===== config.mk =====
export PLATFORM = sky130hd
export DESIGN_NAME = ps2_keymap
export DESIGN_NICKNAME = d
export VERILOG_FILES = /design/src/rtl/ps2_pkg.sv /design/src/rtl/byte_fifo.sv /design/src/rtl/ps2_keymap.sv
export SDC_FILE = /design/constraint.sdc
export NUM_CORES = 1
export LEC_CHECK = 0
export BUFFER_PORTS_ARGS = -buffer_cell sky130_fd_sc_hd__clkbuf_2
export CAP_MARGIN = 30
export CORE_MARGIN = 5
export CORE_UTILIZATION = 53
export DETAILED_ROUTE_END_ITERATION = 10
export GPL_ROUTABILITY_DRIVEN = 0
export HOLD_SLACK_MARGIN = 0.12
export PLACE_DENSITY = 0.72
export SYNTH_ARGS = -nofsm -noshare
export SYNTH_HDL_FRONTEND = slang
export SYNTH_SLANG_ARGS = --single-unit

===== constraint.sdc =====
create_clock -name clk100 -period 7.4 [get_ports clk100]
set_input_delay 0.37 -clock clk100 [delete_from_list [all_inputs] [get_ports clk100]]
set_output_delay 0.37 -clock clk100 [all_outputs]
set_load 0.01 [all_outputs]

===== src/rtl/ps2_pkg.sv =====
`default_nettype none
// ============================================================================
// Module      : ps2_pkg
// Description : Shared PS/2 Set 2 scancode constants, ASCII/VT100 constants
//               and the decoder state enumeration for ps2_keymap.
// Revision    : 1.0 - initial release
// ============================================================================
package ps2_pkg;

  // Prefix and framing scancodes
  localparam logic [7:0] c_SC_E0     = 8'hE0;
  localparam logic [7:0] c_SC_E1     = 8'hE1;
  localparam logic [7:0] c_SC_F0     = 8'hF0;

  // Modifier scancodes (ctrl is 14 plain for left, E0 14 for right)
  localparam logic [7:0] c_SC_LSHIFT = 8'h12;
  localparam logic [7:0] c_SC_RSHIFT = 8'h59;
  localparam logic [7:0] c_SC_CTRL   = 8'h14;
  localparam logic [7:0] c_SC_CAPS   = 8'h58;

  // Extended (E0-prefixed) arrow scancodes
  localparam logic [7:0] c_SC_UP     = 8'h75;
  localparam logic [7:0] c_SC_DOWN   = 8'h72;
  localparam logic [7:0] c_SC_RIGHT  = 8'h74;
  localparam logic [7:0] c_SC_LEFT   = 8'h6B;

  // ASCII / VT100 output bytes
  localparam logic [7:0] c_ASCII_ESC  = 8'h1B;
  localparam logic [7:0] c_ASCII_LBR  = 8'h5B;
  localparam logic [7:0] c_VT_UP      = 8'h41;
  localparam logic [7:0] c_VT_DOWN    = 8'h42;
  localparam logic [7:0] c_VT_RIGHT   = 8'h43;
  localparam logic [7:0] c_VT_LEFT    = 8'h44;
  localparam logic [7:0] c_UPPER_MASK = 8'hDF;  // clears the lowercase bit
  localparam logic [7:0] c_CTRL_MASK  = 8'h1F;

  // Number of bytes following E1 in the pause sequence
  localparam logic [2:0] c_PAUSE_SKIP = 3'd7;

  typedef enum logic [2:0] {
    ST_IDLE    = 3'd0,
    ST_EXT     = 3'd1,
    ST_BRK     = 3'd2,
    ST_EXT_BRK = 3'd3,
    ST_SKIP    = 3'd4
  } dec_state_t;

endpackage
`default_nettype wire


===== src/rtl/byte_fifo.sv =====
`default_nettype none
// ============================================================================
// Module      : byte_fifo
// Description : Synchronous byte FIFO, power-of-two depth, extra pointer bit
//               distinguishes full from empty. Pop frees space before push.
// Revision    : 1.0 - initial release
// ============================================================================
module byte_fifo #(
  parameter int DEPTH = 8
) (
  input  logic                     clk,
  input  logic                     rst,
  input  logic                     push,
  input  logic [7:0]               din,
  input  logic                     pop,
  output logic [7:0]               dout,
  output logic                     full,
  output logic                     empty,
  output logic [$clog2(DEPTH):0]   count
);

  localparam int              c_AW      = $clog2(DEPTH);
  localparam logic [c_AW:0]   c_PTR_ONE = 1;

  logic [7:0]    r_mem [DEPTH];
  logic [c_AW:0] r_wr_ptr;
  logic [c_AW:0] r_rd_ptr;
  logic          w_do_pop;
  logic          w_do_push;

  assign empty     = (r_wr_ptr == r_rd_ptr);
  assign full      = (r_wr_ptr[c_AW] != r_rd_ptr[c_AW]) &&
                     (r_wr_ptr[c_AW-1:0] == r_rd_ptr[c_AW-1:0]);
  assign count     = r_wr_ptr - r_rd_ptr;
  assign w_do_pop  = pop && !empty;
  assign w_do_push = push && (!full || w_do_pop);
  // Head is forced to zero when empty so the visible byte is defined after reset
  assign dout      = empty ? 8'h00 : r_mem[r_rd_ptr[c_AW-1:0]];

  // Pointer update; both may move in the same cycle
  always_ff @(posedge clk) begin
    if (rst) begin
      r_wr_ptr <= '0;
      r_rd_ptr <= '0;
    end else begin
      if (w_do_push) r_wr_ptr <= r_wr_ptr + c_PTR_ONE;
      if (w_do_pop)  r_rd_ptr <= r_rd_ptr + c_PTR_ONE;
    end
  end

  // Storage write; contents need no reset because empty masks the head
  always_ff @(posedge clk) begin
    if (w_do_push) r_mem[r_wr_ptr[c_AW-1:0]] <= din;
  end

endmodule
`default_nettype wire


===== src/rtl/ps2_keymap.sv =====
`default_nettype none
// ============================================================================
// Module      : ps2_keymap
// Description : PS/2 Set 2 scancode to ASCII / VT100 translator with modifier
//               tracking, one-byte pending register and an output byte FIFO.
// Revision    : 1.0 - initial release
// ============================================================================
module ps2_keymap import ps2_pkg::*; #(
  parameter int FIFO_DEPTH = 8
) (
  input  logic       clk100,
  input  logic       rst,
  input  logic [7:0] rx_data,
  input  logic       rx_valid,
  output logic [7:0] out_data,
  output logic       out_valid,
  input  logic       out_ready,
  output logic       overflow,
  output logic       caps_led
);

  localparam int                c_AW      = $clog2(FIFO_DEPTH);
  localparam logic [c_AW+1:0]   c_DEPTH_V = FIFO_DEPTH[c_AW+1:0];

  // Lowercase letter for a scancode, zero when not a letter
  function automatic logic [7:0] letter_lc(input logic [7:0] sc);
    case (sc)
      8'h1C: return "a";  8'h32: return "b";  8'h21: return "c";  8'h23: return "d";
      8'h24: return "e";  8'h2B: return "f";  8'h34: return "g";  8'h33: return "h";
      8'h43: return "i";  8'h3B: return "j";  8'h42: return "k";  8'h4B: return "l";
      8'h3A: return "m";  8'h31: return "n";  8'h44: return "o";  8'h4D: return "p";
      8'h15: return "q";  8'h2D: return "r";  8'h1B: return "s";  8'h2C: return "t";
      8'h3C: return "u";  8'h2A: return "v";  8'h1D: return "w";  8'h22: return "x";
      8'h35: return "y";  8'h1A: return "z";
      default: return 8'h00;
    endcase
  endfunction

  // {unshifted, shifted} for digits, punctuation and control keys, zero if unmapped
  function automatic logic [15:0] sym_map(input logic [7:0] sc);
    case (sc)
      8'h16: return "1!";  8'h1E: return "2@";  8'h26: return "3#";  8'h25: return "4$";
      8'h2E: return "5%";  8'h36: return "6^";  8'h3D: return "7&";  8'h3E: return "8*";
      8'h46: return "9(";  8'h45: return "0)";  8'h0E: return "`~";  8'h4E: return "-_";
      8'h55: return "=+";  8'h54: return "[{";  8'h5B: return "]}";  8'h5D: return 16'h5C7C;
      8'h4C: return ";:";  8'h52: return 16'h2722; 8'h41: return ",<";  8'h49: return ".>";
      8'h4A: return "/?";
      8'h29: return 16'h2020;  8'h5A: return 16'h0D0D;  8'h66: return 16'h0808;
      8'h0D: return 16'h0909;  8'h76: return 16'h1B1B;
      default: return 16'h0000;
    endcase
  endfunction

  dec_state_t    r_state;
  logic [2:0]    r_skip;
  logic          r_lshift, r_rshift, r_lctrl, r_rctrl, r_caps;
  logic          r_in_vld;
  logic [7:0]    r_in_data;
  logic [1:0]    r_seq_cnt;
  logic [7:0]    r_seq_last;
  logic          r_overflow;

  logic          w_busy, w_take, w_rx_drop;
  logic          w_is_make, w_is_break, w_ext;
  logic [7:0]    w_letter;
  logic [15:0]   w_sym;
  logic          w_shift, w_ctrl;
  logic [1:0]    w_emit_cnt;
  logic [7:0]    w_emit_byte, w_emit_last;
  logic          w_fits, w_emit_ok, w_emit_drop;
  logic          w_push, w_pop, w_full, w_empty;
  logic [7:0]    w_din;
  logic [c_AW:0] w_count;
  logic [c_AW+1:0] w_space;

  assign w_busy    = (r_seq_cnt != 2'd0);
  assign w_take    = r_in_vld && !w_busy;
  assign w_rx_drop = rx_valid && r_in_vld && !w_take;
  assign w_letter  = letter_lc(r_in_data);
  assign w_sym     = sym_map(r_in_data);
  assign w_shift   = r_lshift | r_rshift;
  assign w_ctrl    = r_lctrl | r_rctrl;

  // Classify the byte being decoded as a make or break event
  always_comb begin
    w_is_make  = 1'b0;
    w_is_break = 1'b0;
    w_ext      = 1'b0;
    if (w_take) begin
      case (r_state)
        ST_IDLE:    w_is_make = (r_in_data != c_SC_E0) && (r_in_data != c_SC_F0) &&
                                (r_in_data != c_SC_E1);
        ST_EXT:     begin w_is_make = (r_in_data != c_SC_F0); w_ext = 1'b1; end
        ST_BRK:     w_is_break = 1'b1;
        ST_EXT_BRK: begin w_is_break = 1'b1; w_ext = 1'b1; end
        default:    ;
      endcase
    end
  end

  // Select the bytes a make event produces
  always_comb begin
    w_emit_cnt  = 2'd0;
    w_emit_byte = 8'h00;
    w_emit_last = 8'h00;
    if (w_is_make) begin
      if (w_ext) begin
        w_emit_byte = c_ASCII_ESC;
        case (r_in_data)
          c_SC_UP:    begin w_emit_cnt = 2'd3; w_emit_last = c_VT_UP;    end
          c_SC_DOWN:  begin w_emit_cnt = 2'd3; w_emit_last = c_VT_DOWN;  end
          c_SC_RIGHT: begin w_emit_cnt = 2'd3; w_emit_last = c_VT_RIGHT; end
          c_SC_LEFT:  begin w_emit_cnt = 2'd3; w_emit_last = c_VT_LEFT;  end
          default:    w_emit_byte = 8'h00;
        endcase
      end else if (w_letter != 8'h00) begin
        w_emit_cnt = 2'd1;
        if (w_ctrl)                w_emit_byte = w_letter & c_UPPER_MASK & c_CTRL_MASK;
        else if (w_shift ^ r_caps) w_emit_byte = w_letter & c_UPPER_MASK;
        else                       w_emit_byte = w_letter;
      end else if (w_sym != 16'h0000) begin
        w_emit_cnt  = 2'd1;
        w_emit_byte = w_shift ? w_sym[7:0] : w_sym[15:8];
      end
    end
  end

  // Space available this cycle counts a simultaneous pop as already freed
  assign w_pop       = out_ready && !w_empty;
  assign w_space     = (w_full ? '0 : c_DEPTH_V - {1'b0, w_count}) + {{(c_AW+1){1'b0}}, w_pop};
  assign w_fits      = ({{c_AW{1'b0}}, w_emit_cnt} <= w_space);
  assign w_emit_ok   = (w_emit_cnt != 2'd0) && w_fits;
  assign w_emit_drop = (w_emit_cnt != 2'd0) && !w_fits;
  assign w_push      = w_busy || w_emit_ok;
  assign w_din       = w_busy ? ((r_seq_cnt == 2'd2) ? c_ASCII_LBR : r_seq_last) : w_emit_byte;

  // Input / pending register: refills when empty or when its byte is consumed
  always_ff @(posedge clk100) begin
    if (rst) begin
      r_in_vld  <= 1'b0;
      r_in_data <= 8'h00;
    end else if (rx_valid && (!r_in_vld || w_take)) begin
      r_in_vld  <= 1'b1;
      r_in_data <= rx_data;
    end else if (w_take) begin
      r_in_vld  <= 1'b0;
    end
  end

  // Tail of a 3-byte escape sequence: remaining count and final byte
  always_ff @(posedge clk100) begin
    if (rst) begin
      r_seq_cnt  <= 2'd0;
      r_seq_last <= 8'h00;
    end else if (w_busy) begin
      r_seq_cnt  <= r_seq_cnt - 2'd1;
    end else if (w_emit_ok && (w_emit_cnt == 2'd3)) begin
      r_seq_cnt  <= 2'd2;
      r_seq_last <= w_emit_last;
    end
  end

  // Prefix decoder and modifier state; modifiers update even when output drops
  always_ff @(posedge clk100) begin
    if (rst) begin
      r_state  <= ST_IDLE;
      r_skip   <= 3'd0;
      r_lshift <= 1'b0;
      r_rshift <= 1'b0;
      r_lctrl  <= 1'b0;
      r_rctrl  <= 1'b0;
      r_caps   <= 1'b0;
    end else if (w_take) begin
      case (r_state)
        ST_IDLE: begin
          if (r_in_data == c_SC_E0)      r_state <= ST_EXT;
          else if (r_in_data == c_SC_F0) r_state <= ST_BRK;
          else if (r_in_data == c_SC_E1) begin
            r_state <= ST_SKIP;
            r_skip  <= c_PAUSE_SKIP;
          end
        end
        ST_EXT:  r_state <= (r_in_data == c_SC_F0) ? ST_EXT_BRK : ST_IDLE;
        ST_SKIP: begin
          r_skip <= (r_skip == 3'd0) ? 3'd0 : r_skip - 3'd1;
          if (r_skip <= 3'd1) r_state <= ST_IDLE;
        end
        default: r_state <= ST_IDLE;
      endcase
      if (w_is_make) begin
        if (w_ext) begin
          if (r_in_data == c_SC_CTRL) r_rctrl <= 1'b1;
        end else begin
          case (r_in_data)
            c_SC_LSHIFT: r_lshift <= 1'b1;
            c_SC_RSHIFT: r_rshift <= 1'b1;
            c_SC_CTRL:   r_lctrl  <= 1'b1;
            c_SC_CAPS:   r_caps   <= ~r_caps;
            default:     ;
          endcase
        end
      end
      if (w_is_break) begin
        if (w_ext) begin
          if (r_in_data == c_SC_CTRL) r_rctrl <= 1'b0;
        end else begin
          case (r_in_data)
            c_SC_LSHIFT: r_lshift <= 1'b0;
            c_SC_RSHIFT: r_rshift <= 1'b0;
            c_SC_CTRL:   r_lctrl  <= 1'b0;
            default:     ;
          endcase
        end
      end
    end
  end

  // Single pulse for any dropped input byte or dropped emission
  always_ff @(posedge clk100) begin
    if (rst) r_overflow <= 1'b0;
    else     r_overflow <= w_rx_drop | w_emit_drop;
  end

  byte_fifo #(.DEPTH(FIFO_DEPTH)) u_fifo (
    .clk   (clk100),
    .rst   (rst),
    .push  (w_push),
    .din   (w_din),
    .pop   (out_ready),
    .dout  (out_data),
    .full  (w_full),
    .empty (w_empty),
    .count (w_count)
  );

  assign out_valid = !w_empty;
  assign overflow  = r_overflow;
  assign caps_led  = r_caps;

endmodule
`default_nettype wire


# Word level (Yosys, flattened, before mapping)
# Memories as Yosys holds them, arrays and structs flattened. A register that Yosys moved wholly into a read port is not among the register bits.
# Cells that the tools add are included.
# W data, S select, Z words.
[op_classes] bitwise_logic=7 mux=75 n_reduce_logical=37 magnitude_cmp=2 add_sub_neg=7 eq_ne=28
[ops] op="$mux W8" n=10
[ops] op="$eq A8 B7 Y1 const B" n=6
[ops] op="$mux W7" n=6
[ops] op="$mux W1" n=35
[ops] op="$mux W3" n=10
[ops] op="$pmux W7 S4" n=1
[ops] op="$eq A8 B8 Y1 const B" n=3
[ops] op="$ne A8 B8 Y1 const B" n=3
[ops] op="$eq A8 B5 Y1 const B" n=2
[ops] op="$mux W16" n=1
[ops] op="$reduce_bool A16 Y1" n=1
[ops] op="$logic_and A1 B1 Y1" n=12
[ops] op="$mux W2" n=6
[ops] op="$mux W5" n=2
[ops] op="$reduce_bool A2 Y1" n=5
[ops] op="$pmux W3 S3" n=1
[ops] op="$add A4 B1 Y4 const B" n=2
[ops] op="$ne A2 B2 Y1 const B" n=4
[ops] op="$reduce_bool A8 Y1" n=1
[ops] op="$eq A3 B2 Y1 const B" n=2
[ops] op="$logic_not A1 Y1" n=6
[ops] op="$logic_not A3 Y1" n=2
[ops] op="$mux W6" n=1
[ops] op="$pmux W3 S2" n=1
[ops] op="other kinds (25)" n=33
[totals] input_bits=12 memories=3 ff_bits=39 out_inout_bits=11 rom_bits=2688 ram_bits=64 wordCells=173
[mem_list] name="(name not given)" words=128 word_bits=14 rd=1 rd_ports_with_merged_regs=1 wr=0 line="ps2_keymap.sv:41" source="case (sc)"
[mem_list] name="(name not given)" words=128 word_bits=7 rd=1 rd_ports_with_merged_regs=1 wr=0 line="ps2_keymap.sv:27" source="case (sc)"
[mem_list] name="u_fifo.r_mem" words=8 word_bits=8 rd=1 rd_ports_with_merged_regs=1 wr=1 line="byte_fifo.sv:25" source="logic [7:0] r_mem [DEPTH];"

# Depth between registers and ports, before layout
[depth] depth_word=12 mapped_depth=17 ltp_nobuf=14

# Hierarchy
# Synthesis repeated with hierarchy kept, for this count alone.
[unflattened] hier_cells=742 area_unflattened_um2=7298.2
[by_module_without_submodules] mod="ps2_keymap" instances=1 seq_area_each_um2=940.9 cells_each=573 area_per_inst_um2=4275.4
[by_module_without_submodules] mod="byte_fifo" instances=1 seq_area_each_um2=2142.1 cells_each=169 area_per_inst_um2=3022.9

# Worst setup path after synthesis
# No wires, ideal clock.
[synth_path] path_type="reg-to-reg" startpoint="register u_fifo.r_wr_ptr[0]" endpoint="memory u_fifo.r_mem[0][0] (enable)" path_slack_ps=2768 arrival_ps=4242 synth_period_minus_slack_ps=4632 setup_time_ps=390 n_path_buf=3 stages_incl_launch_ff=18 t_required_ps=7010 cell_sequence="dfxtp_1 > inv_1 > ha_1 > nand3_1 > nor2_1 > nor2b_1 > clkbuf_1 > ha_1 > ha_1 > nand3_1 > mux2i_1 > a221oi_1 > or3b_1 > and4_4 > buf_6 > or2_1 > buf_6 > nor4_1"
[synth_via] elab_chain_cells=10 word_cells_on_any_way=17 classes_between="add/sub: 3; order compare: 1; eq/ne: 2; mux: 3; reduce/logical: 8"
[synth_rtl] item="start: declaration" line="byte_fifo.sv:26" source="logic [c_AW:0] r_wr_ptr;"
[synth_rtl] item="start signal: assignment" line="byte_fifo.sv:46" source="if (w_do_push) r_wr_ptr <= r_wr_ptr + c_PTR_ONE;"
[synth_rtl] item="$sub A4 B4 Y4 (tied with other cells)" line="byte_fifo.sv:34" source="assign count = r_wr_ptr - r_rd_ptr;"
[synth_rtl] item="$sub A4 B4 Y5 (tied with other cells)" line="ps2_keymap.sv:130" source="assign w_space = (w_full ? '0 : c_DEPTH_V - {1'b0, w_count}) + {{(c_AW+1){1'b0}}, w_pop};"
[synth_rtl] item="$mux W5 or $logic_and A1 B1 Y1 (tied branches)" line="ps2_keymap.sv:130, byte_fifo.sv:35, ps2_keymap.sv:129"
[synth_rtl] item="$add A5 B1 Y5" line="ps2_keymap.sv:130"
[synth_rtl] item="$le A2 B5 Y1" line="ps2_keymap.sv:131" source="assign w_fits = ({{c_AW{1'b0}}, w_emit_cnt} <= w_space);"
[synth_rtl] item="$logic_and A1 B1 Y1" line="ps2_keymap.sv:132" source="assign w_emit_ok = (w_emit_cnt != 2'd0) && w_fits;"
[synth_rtl] item="$logic_or A1 B1 Y1" line="ps2_keymap.sv:134" source="assign w_push = w_busy || w_emit_ok;"
[synth_rtl] item="$logic_and A1 B1 Y1" line="byte_fifo.sv:36" source="assign w_do_push = push && (!full || w_do_pop);"
[synth_rtl] item="$mux W1" line="byte_fifo.sv:53" source="if (w_do_push) r_mem[r_wr_ptr[c_AW-1:0]] <= din;"
[synth_rtl] item="$mux W1 (implied by the code)" line="byte_fifo.sv:53"
[synth_rtl] item="end: declaration" line="byte_fifo.sv:25"
# Parallel ways exist; a longest one is shown, timed or not.

# Worst setup path in the final report
[layout_path] startpoint="register u_fifo.r_wr_ptr[0]" endpoint="memory u_fifo.r_mem[6][0] (enable)"
# Same word-level chain as after synthesis.

==> results.ini <==
[run_status]
status=finished, final reports clean

[cts]
cts_root_buffer=clkbuf_16
htree_num_levels=4
path_clk_slew_ps=50
cts_hold_buf=0
post_cts_buffers=0
clk_latency_ps=410
cts_buffers=17
cts_resized=0
cts_tree=built
cts_sinks=114
cts.path.max_buffers=2

[critical_path]
cp_max_fo=9
slowest_delay_ps=800
arrival_ps=5220
reg2reg_slack_ps=2200
crit_chain=inv_1 > ha_1 > nand3_1 > nor2_1 > nor2b_1 > ha_1 > ha_1 > nand3_1 > mux2i_1 > a221oi_1 > or3b_1 > and4_4 > or2_1 > nor3_1
crit_type=reg -> reg
ff2ff_path_depth=14
start_kind=flop
r2r_end=u_fifo.r_mem[6][0]
slowest_stage=nor3_1
reg2reg_from=u_fifo.r_wr_ptr[0]
required_ps=7430
startpoint=u_fifo.r_wr_ptr[0]
cp-end-kind=flop
cp_common_cell=ha_1

[global_route]
met1_usage_pct=29.2
top_usage_layer=met2
grt_overflow=0
grt_use_total_pct=22.5
grt_pass1_vias=5288
grt_pass1_wl_um=26400
grt_antenna_before_repair=0
grtUsageMet3_pct=5.14
grt_max_degree=46
grt_util_met2_pct=37.9

[pwr]
power_frac_comb_pct=31.9
pwr-share-clk_pct=34.0
internal_power_mw=1.46
pwr-share-seq_pct=34.1
leakagePower_nw=2.60
p_total_mw=2.18
p_per_area_nw_per_um2=302
ir_worst_vdd_mv=0.170
power.switching_mw=0.724
p_sw_share_pct=33.1

[sta]
tightest_slew_ps=973
finalCritPeriodShare_pct=70.2
fin_tns_setup_ps=0
timing.fmax_mhz=192
slew_viol_final=0
hold_violations=0
setup_violations=0
fin_crit_ps=5200
finClkSkew_ps=7.33
relSlewSlack_pct=35.1
rsz0062_at_grt=false

[synthesis]
synthSimpleGateAreaFrac_pct=17.9
synth_edf_count=56
yosysTopAreaCell=edfxtp_1
synth_top_family_by_area=compound AO/OA/AOI/OAI gates
yosysMostFrequentCell=nor2_1
synth_area_um2=6500
synth-compound-area-share_pct=18.5
synth_top_flop_cell=dfxtp_1
ys_async_sr_fraction_pct=0
synthTopCellsByCount=nor2_1, dfxtp_1, edfxtp_1, nand2_1
synthMuxAreaShare_pct=8.55
netlist-cell-type-count=74
synthAdderAreaFrac_pct=4.35
netlist_instances=690
synth_fp_nets=724
ys_seq_elements=114
synthXorXnorAreaFrac_pct=2.23
yosysSeqAreaShare_pct=43.8
synth.area.top_cells=edfxtp_1, dfxtp_1, mux4_2, nor2_1, ha_1
syn_area_per_cell_um2=9.42
synth_top_cell_area_share_pct=25.9
yosysWarnings=0

[floorplanning]
start_util_pct=54.1
std_cell_rows=40
core_area_um2=12000
io-pin-count=23
die_width_um=121
die_h_um=121
dieArea_um2=14600

[cells_and_area]
fillers=1014
area_delta_synth_final_pct=11.1
multiInputGateArea_um2=3350
antenna_cells=0
drive_above_1_share_pct=12.0
layout.cells.non_filler=853
nets=727
seq_area_um2=2840

[flow_run]
drv_cap=0

[placement]
dpl.cell_count=819
numPortBuffers=21
hpwl_um=10900

[drt]
wl_per_cell_um=18.3
vias=5425
drt_iter0_markers=587
dr.pass1.iters=6
wl_um=15600
route.detailed.drc=0
antenna_left=0
routed_via_density=6.36

[worst_hold_path]
min_path_cells=3
worstHoldStart=rx_data[7]
min_to=r_in_data[7]
min_path_type=in -> reg

[area by class of cell]
type                       instances  share of cell area (%)
inverter                          30                    1.56
timing repair buffer              29                    2.53
sequential                       114                    39.4
multi-input combinational        501                    46.5
tap                              147                    2.55
clock buffer                      17                    5.89
clock inverter                    15                    1.63
[cell usage in the layout, fill, tap and decap left out, drive strengths merged, types with 4 or more instances in the layout]
cell type,n
inv,29
or3,4
a22oi,4
and2,8
clkbuf,39
a21boi,4
nand4,9
o21ai,54
o22ai,10
edfxtp,56
buf,7
xnor2,8
a211oi,15
xor2,5
nor2b,8
nor2,73
nor4,10
a21o,8
nor3,12
mux2i,15
mux2,8
ha,21
nand2b,11
and3,4
nand2,56
a31oi,8
clkinvlp,4
clkinv,11
nand3,19
dfxtp,58
a21oi,51
o211ai,7
mux4,14
[worst max-delay path by stage]
stage,endpoint,slack [ps],cells after the start
after floorplan,u_fifo.r_mem[0][0],2770,17
after global placement,u_fifo.r_mem[6][5],2540,14
after detailed placement,u_fifo.r_mem[6][3],2250,14
after CTS,u_fifo.r_mem[6][0],2210,14
after global routing,u_fifo.r_mem[6][4],1730,14
final,u_fifo.r_mem[6][0],2200,14
[per-layer routing]
metal / vias to the layer above / wire length (µm)
met5: - / 0
met4: 0 / 267
met3: 37 / 922
met2: 231 / 7840
met1: 2588 / 6610
li1: 2569 / -
[worst max-delay path: cells and delay by family (launching register included)]
| family | cells | cell delay, ps |
|---|---|---|
| mux | 1 | 100 |
| compound gates | 1 | 290 |
| buf+inv | 1 | 170 |
| simple gates | 8 | 2900 |
| fa+ha+maj | 3 | 910 |
| flops | 1 | 430 |
[power groups by stage]
stage                     registers (mW)  clock network [mW]  logic (mW)
after CTS                          0.760               0.754       0.666
after global placement             0.767                   0       0.638
after detailed placement           0.771                   0       0.658
after floorplan                    0.743                   0       0.545
after global routing               0.750               0.789       0.775
final                              0.745               0.743       0.696
[kinds of logic (layout without fill, tap and decap cells)]
group	count (synthesis)	count (layout)
mux	37	37
simple gates	234	234
other cells	1	1
fa+ha+maj	22	22
flops	114	114
buf+inv	75	91
compound gates	193	193
xor+xnor	14	14
[through the flow]
step	instance area, µm²	hold WS, ps	util, %	setup slack (ps)
4_1_cts	7190	197	59.8	2210
3_5_place_dp	6640	471	55.3	2250
5_1_grt	7220	215	60.1	1730
3_3_place_gp	6640	463	55.3	2540
6_report	7220	209	60.1	2200
2_1_floorplan	6500	441	-	2770
No activity file was read; power rests on OpenSTA's default activity.
